### config.mk
export PLATFORM = sky130hd
export DESIGN_NAME = alu_cmd_sequencer
export DESIGN_NICKNAME = d
export VERILOG_FILES = /design/src/rtl/custom_types_pkg.sv /design/src/rtl/alu_cmd_sequencer.sv
export SDC_FILE = /design/constraint.sdc
export NUM_CORES = 1
export LEC_CHECK = 0
export CORE_MARGIN = 2
export CORE_UTILIZATION = 30
export CTS_CLUSTER_SIZE = 40
export DETAILED_ROUTE_END_ITERATION = 6
export DONT_BUFFER_PORTS = 1
export PLACE_DENSITY = 0.47
export SYNTH_ARGS = -nofsm -noshare
export SYNTH_HDL_FRONTEND = slang
export SYNTH_SLANG_ARGS = --single-unit
### constraint.sdc
create_clock -name clk -period 2.5 [get_ports clk]
set_clock_uncertainty 0.1 [all_clocks]
set_input_delay 0.25 -clock clk [delete_from_list [all_inputs] [get_ports clk]]
set_output_delay 0.25 -clock clk [all_outputs]
set_load 0.01 [all_outputs]
### src/rtl/custom_types_pkg.sv
// Shared type definitions for the ALU and its command sequencer.
//   alu_operation_t : operation select of the combinational alu
//   seq_op_t        : sequencer opcode; 0-5 mirror alu_operation_t, 6 = multiply, 7 = illegal
//   seq_state_t     : sequencer FSM states
package custom_types;

  typedef enum logic [2:0] {
    ALU_ADD = 3'd0,
    ALU_SUB = 3'd1,
    ALU_AND = 3'd2,
    ALU_OR  = 3'd3,
    ALU_XOR = 3'd4,
    ALU_LT  = 3'd5
  } alu_operation_t;

  typedef enum logic [2:0] {
    SEQ_ADD = 3'd0,
    SEQ_SUB = 3'd1,
    SEQ_AND = 3'd2,
    SEQ_OR  = 3'd3,
    SEQ_XOR = 3'd4,
    SEQ_LT  = 3'd5,
    SEQ_MUL = 3'd6,
    SEQ_ILL = 3'd7
  } seq_op_t;

  typedef enum logic [1:0] {
    IDLE = 2'd0,
    EXEC = 2'd1,
    MUL  = 2'd2,
    RESP = 2'd3
  } seq_state_t;

  // Opcodes 0-5 share the alu encoding, so the mapping is a plain retype.
  function automatic alu_operation_t to_alu_op(input seq_op_t op);
    return alu_operation_t'(3'(op));
  endfunction

endpackage

### src/rtl/alu_cmd_sequencer.sv
// Command-side master for the combinational alu.
//   clk, rst_n                      : clock, async active-low reset
//   cmd_valid/cmd_ready             : command handshake; cmd_op/cmd_a/cmd_b payload
//   alu_op1/alu_op2/alu_operation   : registered drive into the alu
//   alu_result/alu_zero             : alu outputs, captured at the end of EXEC/MUL
//   rsp_valid/rsp_ready             : response handshake; rsp_result/rsp_zero/rsp_err payload
//   busy                            : FSM not in IDLE
//   ops_done                        : completed response handshakes, wrapping
// Multiply is WIDTH rounds of shift-add routed through the alu adder.
module alu_cmd_sequencer
  import custom_types::*;
#(
  parameter int unsigned WIDTH = 4,
  parameter int unsigned CNT_W = 8
) (
  input  logic             clk,
  input  logic             rst_n,
  input  logic             cmd_valid,
  output logic             cmd_ready,
  input  seq_op_t          cmd_op,
  input  logic [WIDTH-1:0] cmd_a,
  input  logic [WIDTH-1:0] cmd_b,
  output logic [WIDTH-1:0] alu_op1,
  output logic [WIDTH-1:0] alu_op2,
  output alu_operation_t   alu_operation,
  input  logic [WIDTH-1:0] alu_result,
  input  logic             alu_zero,
  output logic             rsp_valid,
  input  logic             rsp_ready,
  output logic [WIDTH-1:0] rsp_result,
  output logic             rsp_zero,
  output logic             rsp_err,
  output logic             busy,
  output logic [CNT_W-1:0] ops_done
);

  localparam int unsigned STEP_W = $clog2(WIDTH) + 1;

  seq_state_t       r_state,     w_state_nxt;
  logic [WIDTH-1:0] r_mcand,     w_mcand_nxt;
  logic [WIDTH-1:0] r_mplier,    w_mplier_nxt;
  logic [STEP_W-1:0] r_cnt,      w_cnt_nxt;
  // r_alu_op1 doubles as the multiply accumulator
  logic [WIDTH-1:0] r_alu_op1,   w_alu_op1_nxt;
  logic [WIDTH-1:0] r_alu_op2,   w_alu_op2_nxt;
  alu_operation_t   r_alu_oper,  w_alu_oper_nxt;
  logic             r_rsp_valid, w_rsp_valid_nxt;
  logic [WIDTH-1:0] r_rsp_result, w_rsp_result_nxt;
  logic             r_rsp_zero,  w_rsp_zero_nxt;
  logic             r_rsp_err,   w_rsp_err_nxt;
  logic [CNT_W-1:0] r_ops_done,  w_ops_done_nxt;
  logic             r_cmd_ready, w_cmd_ready_nxt;
  logic             r_busy,      w_busy_nxt;

  // Multiplicand/multiplier as they will be after the current shift-add round
  logic [WIDTH-1:0] w_mcand_sh;
  logic [WIDTH-1:0] w_mplier_sh;
  assign w_mcand_sh  = r_mcand << 1;
  assign w_mplier_sh = r_mplier >> 1;

  // Next-state and registered-output logic
  always_comb begin
    w_state_nxt      = r_state;
    w_mcand_nxt      = r_mcand;
    w_mplier_nxt     = r_mplier;
    w_cnt_nxt        = r_cnt;
    w_alu_op1_nxt    = r_alu_op1;
    w_alu_op2_nxt    = r_alu_op2;
    w_alu_oper_nxt   = r_alu_oper;
    w_rsp_valid_nxt  = r_rsp_valid;
    w_rsp_result_nxt = r_rsp_result;
    w_rsp_zero_nxt   = r_rsp_zero;
    w_rsp_err_nxt    = r_rsp_err;
    w_ops_done_nxt   = r_ops_done;

    case (r_state)
      IDLE: begin
        if (cmd_valid && r_cmd_ready) begin
          if (cmd_op == SEQ_MUL) begin
            // First round operands are presented straight from the command
            w_state_nxt    = MUL;
            w_mcand_nxt    = cmd_a;
            w_mplier_nxt   = cmd_b;
            w_cnt_nxt      = '0;
            w_alu_op1_nxt  = '0;
            w_alu_op2_nxt  = cmd_b[0] ? cmd_a : '0;
            w_alu_oper_nxt = ALU_ADD;
          end else if (cmd_op == SEQ_ILL) begin
            w_state_nxt      = RESP;
            w_rsp_valid_nxt  = 1'b1;
            w_rsp_result_nxt = '0;
            w_rsp_zero_nxt   = 1'b1;
            w_rsp_err_nxt    = 1'b1;
          end else begin
            w_state_nxt    = EXEC;
            w_alu_op1_nxt  = cmd_a;
            w_alu_op2_nxt  = cmd_b;
            w_alu_oper_nxt = to_alu_op(cmd_op);
          end
        end
      end

      EXEC: begin
        w_state_nxt      = RESP;
        w_rsp_valid_nxt  = 1'b1;
        w_rsp_result_nxt = alu_result;
        w_rsp_zero_nxt   = alu_zero;
        w_rsp_err_nxt    = 1'b0;
      end

      MUL: begin
        w_mcand_nxt   = w_mcand_sh;
        w_mplier_nxt  = w_mplier_sh;
        w_cnt_nxt     = r_cnt + STEP_W'(1);
        w_alu_op1_nxt = alu_result;
        w_alu_op2_nxt = w_mplier_sh[0] ? w_mcand_sh : '0;
        if (r_cnt == STEP_W'(WIDTH - 1)) begin
          w_state_nxt      = RESP;
          w_rsp_valid_nxt  = 1'b1;
          w_rsp_result_nxt = alu_result;
          w_rsp_zero_nxt   = alu_zero;
          w_rsp_err_nxt    = 1'b0;
        end
      end

      RESP: begin
        if (rsp_ready) begin
          w_state_nxt     = IDLE;
          w_rsp_valid_nxt = 1'b0;
          w_ops_done_nxt  = r_ops_done + CNT_W'(1);
        end
      end

      default: w_state_nxt = IDLE;
    endcase

    // Handshake flags follow the state being entered, so they are valid for the whole cycle
    w_cmd_ready_nxt = (w_state_nxt == IDLE);
    w_busy_nxt      = (w_state_nxt != IDLE);
  end

  // State and output registers
  always_ff @(posedge clk or negedge rst_n) begin
    if (!rst_n) begin
      r_state      <= IDLE;
      r_mcand      <= '0;
      r_mplier     <= '0;
      r_cnt        <= '0;
      r_alu_op1    <= '0;
      r_alu_op2    <= '0;
      r_alu_oper   <= ALU_ADD;
      r_rsp_valid  <= 1'b0;
      r_rsp_result <= '0;
      r_rsp_zero   <= 1'b0;
      r_rsp_err    <= 1'b0;
      r_ops_done   <= '0;
      r_cmd_ready  <= 1'b1;
      r_busy       <= 1'b0;
    end else begin
      r_state      <= w_state_nxt;
      r_mcand      <= w_mcand_nxt;
      r_mplier     <= w_mplier_nxt;
      r_cnt        <= w_cnt_nxt;
      r_alu_op1    <= w_alu_op1_nxt;
      r_alu_op2    <= w_alu_op2_nxt;
      r_alu_oper   <= w_alu_oper_nxt;
      r_rsp_valid  <= w_rsp_valid_nxt;
      r_rsp_result <= w_rsp_result_nxt;
      r_rsp_zero   <= w_rsp_zero_nxt;
      r_rsp_err    <= w_rsp_err_nxt;
      r_ops_done   <= w_ops_done_nxt;
      r_cmd_ready  <= w_cmd_ready_nxt;
      r_busy       <= w_busy_nxt;
    end
  end

  assign cmd_ready     = r_cmd_ready;
  assign busy          = r_busy;
  assign alu_op1       = r_alu_op1;
  assign alu_op2       = r_alu_op2;
  assign alu_operation = r_alu_oper;
  assign rsp_valid     = r_rsp_valid;
  assign rsp_result    = r_rsp_result;
  assign rsp_zero      = r_rsp_zero;
  assign rsp_err       = r_rsp_err;
  assign ops_done      = r_ops_done;

endmodule
==> results of run 1 <==
## routing by layer
metal | GRT usage | vias up | part of all wire
li1 | - | 707 | -
met1 | 0.172 | 700 | 0.47
met2 | 0.203 | 36 | 0.44
met3 | 0.0619 | 6 | 0.074
met4 | 0.0375 | 0 | 0.0096
met5 | 0 | - | 0
## kinds of logic after synthesis
logic type | count (synthesis) | synth area share
simple gates | 68 | 0.158
compound gates | 44 | 0.154
flops | 39 | 0.501
buf+inv | 20 | 0.0443
mux | 11 | 0.0597
fa+ha+maj | 8 | 0.0513
xor+xnor | 7 | 0.0315
## final cells by class
| class | instances | area (µm²) | share of cell area |
|---|---|---|---|
| inverter | 14 | 52.6 | 0.0241 |
| tap | 77 | 96.3 | 0.0442 |
| sequential | 39 | 977 | 0.448 |
| clock buffer | 6 | 72.6 | 0.0333 |
| timing repair buffer | 9 | 95.1 | 0.0436 |
| multi-input combinational | 138 | 886 | 0.406 |
## worst max-delay path, cell delays in order, from the launching register on
cell and delay (ns):
dfrtp_1 0.43, inv_1 0.14, ha_1 0.40, o21a_1 0.21
a211o_1 0.33, mux2_4 0.33
## cell usage in the layout (no fill, tap or decap), types with 2 or more instances in the layout
cell	count
dfrtp_1	38
nand2_1	30
inv_1	14
nand3_1	14
nor2_1	12
o21ai_0	12
mux2i_1	9
ha_1	8
a31oi_1	7
xnor2_1	6
dlygate4sd3_1	6
clkbuf_8	5
nand4_1	4
a21oi_1	4
a211o_1	3
o22a_1	3
nor2b_1	2
a22o_1	2
o22ai_1	2
o31ai_1	2
nand2b_1	2
o211ai_1	2
buf_4	2
## metrics by stage
stage	util	setup slack (ns)	cells	power (W)	hold slack [ns]
after floorplan	-	0.718	197	0.00201	-0.146
after global placement	0.321	0.517	270	0.00223	-0.144
after detailed placement	0.321	0.468	270	0.00225	-0.144
after CTS	0.345	0.431	283	0.00268	0.000705
after global routing	0.345	0.258	283	0.00287	0.00392
final	0.345	0.436	283	0.00264	0.00692
## sequential cells by signal (all words and copies together), names as in the netlist
name / cells
alu_op2: 4
alu_op1: 4
cmd_ready: 1
alu_operation: 3
ops_done: 8
rsp_zero: 1
r_mcand: 3
r_state: 2
r_mplier: 3
rsp_result: 4
r_cnt: 3
rsp_err: 1
rsp_valid: 1
busy: 1
## power groups by stage
stage	clock network (W)	registers, W	logic (W)
finish	0.000398	0.00118	0.00106
global route	0.000435	0.00121	0.00123
CTS	0.000417	0.00118	0.00108
detailed placement	0	0.00120	0.00105
global placement	0	0.00119	0.00104
floorplan	0	0.00113	0.000879
## path summary, 6_finish.rpt
| path | from | to | slack (ns) | cells past startpoint |
|---|---|---|---|---|
| setup / recovery | r_state[0] | rsp_zero | 0.44 | 5 |
| hold / removal | cmd_op[0] | alu_operation[0] | 0.007 | 1 |
| setup reg to reg | r_state[0] | rsp_zero | 0.44 | 5 |
| hold reg to reg | r_cnt[2] | r_cnt[2] | 0.38 | 2 |
| max in group asynchronous | rst_n | cmd_ready | 1.71 | 2 |
| min in group asynchronous | rst_n | busy | 0.34 | 2 |
==> metrics.md, run 1 <==
| Metric | Value |
|---|---|
| Top post-synthesis cells by count | dfrtp_1, nand2_1, inv_1, nand3_1 |
| Sw power | about 0.0011 W |
| Clk root buf | clkbuf_8 |
| Initial drt markers | 51 |
| Data required, critical path | around 2.6 ns |
| Number of remaining DRC errors | 0 |
| Syn Nets | about 230 |
| Antenna-violating nets left | 0 |
| Distinct cells, synth | 38 |
| Post-synth top area cell | dfrtp_1 |
| Setup crit start kind | register |
| Setup repair after global routing missed its margin | no |
| Sequential share of power | 0.446 |
| Gate Count Post-Synth | 197 |
| Setup TNS | 0 ns |
| MaxCap Viol Count | 0 |
| Initial Utilization | 0.309 |
| TritonRoute pass-1 iters | 5 |
| Fin area | about 2200 µm² |
| Switching share of power | 0.422 |
| Relative slew slack | 0.439 |
| Mean area per synthesized cell | 9.90 µm² |
| Worst-path clk slew | around 0.080 ns |
| Top-count cell post-synth | dfrtp_1 |
| First-pass GRT wire length | around 7700 µm |
| Final setup violation count | 0 |
| Post-CTS Hold Buffers | 7 |
| Int Power | roughly 0.0015 W |
| Clock Latency Late Sink | around 0.29 ns |
| Critical Path Fanout Max | 12 |
| CTS Buf Count | 5 |
| CTS H-Tree Depth | 2 |
| Vias/cell | between 5 and 6 |
| Top post-synthesis cells by area | dfrtp_1, nand2_1, ha_1 |
| Status | finished clean |
| Overall Global Routing Usage | 0.134 |
| Slew @ Worst Pin | about 0.82 ns |
| Filler cell count | between 600 and 700 |
| Number of global-route vias before repair | 1504 |
| Worst-case vdd ir drop | ~430 µV |
| Ports | 48 |
| Die height | 84.6 µm |
| Critical Path End Type | register |
| Pleak | 0.960 nW |
| Largest net degree at the start of global routing | 40 |
| Final Critical Period | 2.06 ns |
| WL/cell | about 16 µm |
| Yosys reg bits | 39 |
| Hold Crit Class | in -> reg |
| Antenna violations before repair | 0 |
| Total gr overflow | 0 |
| TritonCTS clock tree | built |
| Vias | between 1000 and 1500 |
| Max-slew violation count | 0 |
| Seq/Total Area, Yosys | 0.501 |
| DPL Wire Length | 3300 µm |
| FFs w/ async S/R, synth | 1.00 |
| Peak Freq | 484 MHz |
| Period utilisation layout | 0.826 |
| Power Density | 1210 nW/µm² |
| Top_reg_cell synth | dfrtp_1 |
| DP Area | slightly above 2000 µm² |
| Post_cts resized | 0 |
| Number of I/O port buffers | 0 |
| Mapped Area | about 2000 µm² |
| Post-synth EDFFs | 0 |
| Clk network pwr share | 0.151 |
| Synth Warn # | 0 |
| Maximum clock insertion buffer count | 2 |
| Area grow syn2layout | 11.8% |
| Antenna cell count | 0 |
| Clk sink count | 39 |
| Gate power share | 0.403 |
| Nets | around 240 |
| Die Span X | ~85 µm |
| Core footprint | around 6300 µm² |
| Die area | approximately 7200 µm² |
| Row cnt | 29 |
| GPL Wtd Cong | about 0.72 |
| CP Class | reg -> reg |
| Share of layout cells above drive strength 1 | 0.0631 |
| Final Hold Viols | 0 |
| Post-CTS repair timing setup buffer count | 0 |
| Top-area cell type share of the netlist area | 0.488 |
| Crit path DAT | approximately 2.1 ns |
| Total Wirelength | 4580 µm |
(Power assumes the default switching activity.)
==> run 2: changes to the inputs <==
- clock period: 2.5 -> 2 ns (I/O delays scaled with it)
==> run 2 against run 1 <==
Effect of this change: routed wire length rose by 2.2%; die area did not move; register-to-register slack got worse by 0.30 ns; cell area rose by 8.4%; critical endpoint is now rsp_err.
==> metrics.md, run 2 (same netlist as run 1, synthesis figures left out) <==
| Metric | Value |
|---|---|
| Initial drt markers | 56 (+9.8%) |
| Die Span X | 84.6 µm (unchanged) |
| CP Class | reg -> reg |
| Post-route setup slack | 0.139 ns (-0.297 ns) |
| Largest stage delay, worst path | 0.43 ns (about the same) |
| DPL Wire Length | 3400 µm (+3.0%) |
| Vias/cell | 4.94 (-3.4%) |
| MaxCap Viol Count | 0 (unchanged) |
| DP Area | 2090 µm² (+3.0%) |
| Hold Crit Class | in -> reg |
| Area grow syn2layout | 21.2% |
| Setup WS pre-CTS | 0.146 ns (-0.322 ns) |
| Number of I/O port buffers | 0 (unchanged) |
| DP Cell Count | 278 (+3.0%) |
| Metal-1 WL | 2190 µm (+0.88%) |
| Largest net degree at the start of global routing | 40 (unchanged) |
| Number of global-route vias before repair | 1485 (-1.3%) |
| Worst path cell trace | inv_1 > ha_1 > o21a_1 > a211o_1 > buf_4 > mux2i_1 |
| DR top layer | met4 |
| Max-slew violation count | 0 (unchanged) |
| GPL Wtd Cong | 0.761 (+5.1%) |
| Final non-filler cell total | 302 (+6.7%) |
| DR WL met3 | 338 µm (+0.30%) |
| Total power | 0.00353 W (+34%) |
| WL/cell | 15.5 µm (-4.2%) |
| Power Density | 1500 nW/µm² (+23%) |
| Status | finished clean |
| DR WL met2 | 2110 µm (+4.0%) |
| Clock Latency Late Sink | 0.29 ns (about the same) |
| Post-CTS repair timing setup buffer count | 0 (unchanged) |
| First-pass GRT wire length | 7790 µm (+1.8%) |
| Filler cell count | 654 (-3.7%) |
| Final Hold Viols | 0 (unchanged) |
| TritonRoute pass-1 iters | 5 (unchanged) |
| Antenna violations before repair | 0 (unchanged) |
| Number of remaining DRC errors | 0 (unchanged) |
| Nets | 252 (+7.2%) |
| Pleak | 1.05 nW (+9.2%) |
| Slew @ Worst Pin | 0.549 ns (-0.272 ns) |
| Share of layout cells above drive strength 1 | 0.111 (+0.0480) |
| Most common cell after layout, fill and taps aside | dfrtp_1 |
| Maximum clock insertion buffer count | 2 (unchanged) |
| Setup crit start kind | register |
| CP delay by family, top | compound AO/OA/AOI/OAI gates |
| Overall Global Routing Usage | 0.136 (+0.00219) |
| Setup TNS | 0 ns (unchanged) |
| Antenna cell count | 0 (unchanged) |
| Total gr overflow | 0 (unchanged) |
| TritonCTS clock tree | built |
| Clk sink count | 39 (unchanged) |
| Final setup violation count | 0 (unchanged) |
| Ports | 48 (unchanged) |
| Relative slew slack | 0.630 (+0.191) |
| Total Wirelength | 4680 µm (+2.2%) |
| Setup repair after global routing missed its margin | no |
| Worst path slowest cell | dfrtp_1 |
| Peak Freq | 537 MHz (+11%) |
| Period utilisation layout | 0.930 (+0.105) |
| Final Critical Period | 1.86 ns (-0.203 ns) |
| Crit path DAT | 1.94 ns (-0.20 ns) |
| Worst-path clk slew | 0.08 ns (about the same) |
| Antenna-violating nets left | 0 (unchanged) |
| Row cnt | 29 (unchanged) |
| Vias | 1493 (+3.0%) |
| Fin area | 2360 µm² (+8.4%) |
| Die height | 84.6 µm (unchanged) |
| Die area | 7160 µm² (unchanged) |
| Data required, critical path | 2.08 ns (-0.49 ns) |
| CTS H-Tree Depth | 2 (unchanged) |
| Worst-case vdd ir drop | 615 µV (+45%) |
| Max FFs per register | 8 (unchanged) |
| Initial Utilization | 0.309 (unchanged) |
| Core footprint | 6310 µm² (unchanged) |
| Critical Path End Type | register |
| CTS Buf Count | 5 (unchanged) |
| Critical Path Fanout Max | 8 (-4) |
| Most frequent cells in the layout | dfrtp_1, nand2_1, dlygate4sd3_1, inv_1, nand3_1 |
| Clk root buf | clkbuf_8 |
| WP buf/inv | 2 (+1) |
## run 2: metrics by stage
stage,hold slack (ns),util
CTS,0.00544,0.374
global placement,-0.194,0.331
global route,0.0208,0.374
floorplan,-0.196,-
finish,0.0159,0.374
detailed placement,-0.194,0.331
## run 2: timing repair
| action | CTS | global route |
|---|---|---|
| endpoints found under the hold margin | 52 | 0 |
| endpoints found under the setup margin | 0 | 1 |
| gates resized for setup | 0 | 1 |
| hold buffers | 16 | 0 |
## run 2: path summary, 6_finish.rpt
kind                                 start             to  slack (ns)  cells past startpoint
worst max register to register  r_state[0]        rsp_err        0.14                      6
min in group asynchronous            rst_n  rsp_result[0]        0.28                      2
worst min-delay path              cmd_b[2]    r_mplier[2]        0.02                      2
worst max-delay path            r_state[0]        rsp_err        0.14                      6
max in group asynchronous            rst_n      cmd_ready        1.26                      2
worst min register to register    r_cnt[1]       r_cnt[1]        0.38                      2
## run 2: where the power goes
part / internal [W] / leakage [nW] / total, W / switching (W)
sequential: 0.00111 / 0.474 / 0.00146 / 0.000354
combinational: 0.000685 / 0.524 / 0.00148 / 0.000794
clock: 0.000314 / 0.0505 / 0.000597 / 0.000283
total: 0.00210 / 1.05 / 0.00353 / 0.00143
## run 2: per-layer routing
| metal | GRT usage | up-vias |
|---|---|---|
| met5 | 0 | - |
| met4 | 0.0346 | 0 |
| met3 | 0.0511 | 5 |
| met2 | 0.208 | 36 |
| met1 | 0.182 | 705 |
| li1 | - | 747 |
## run 2: cell type report
cell class,instances,area (µm²),share of cell area
flip-flops and latches,39,977,0.413
multi-input cells,138,888,0.376
repair buffers,26,245,0.104
clock buffers,7,96.3,0.0408
well taps,77,96.3,0.0408
inverters,14,52.6,0.0222
clock inverters,1,7.51,0.00318
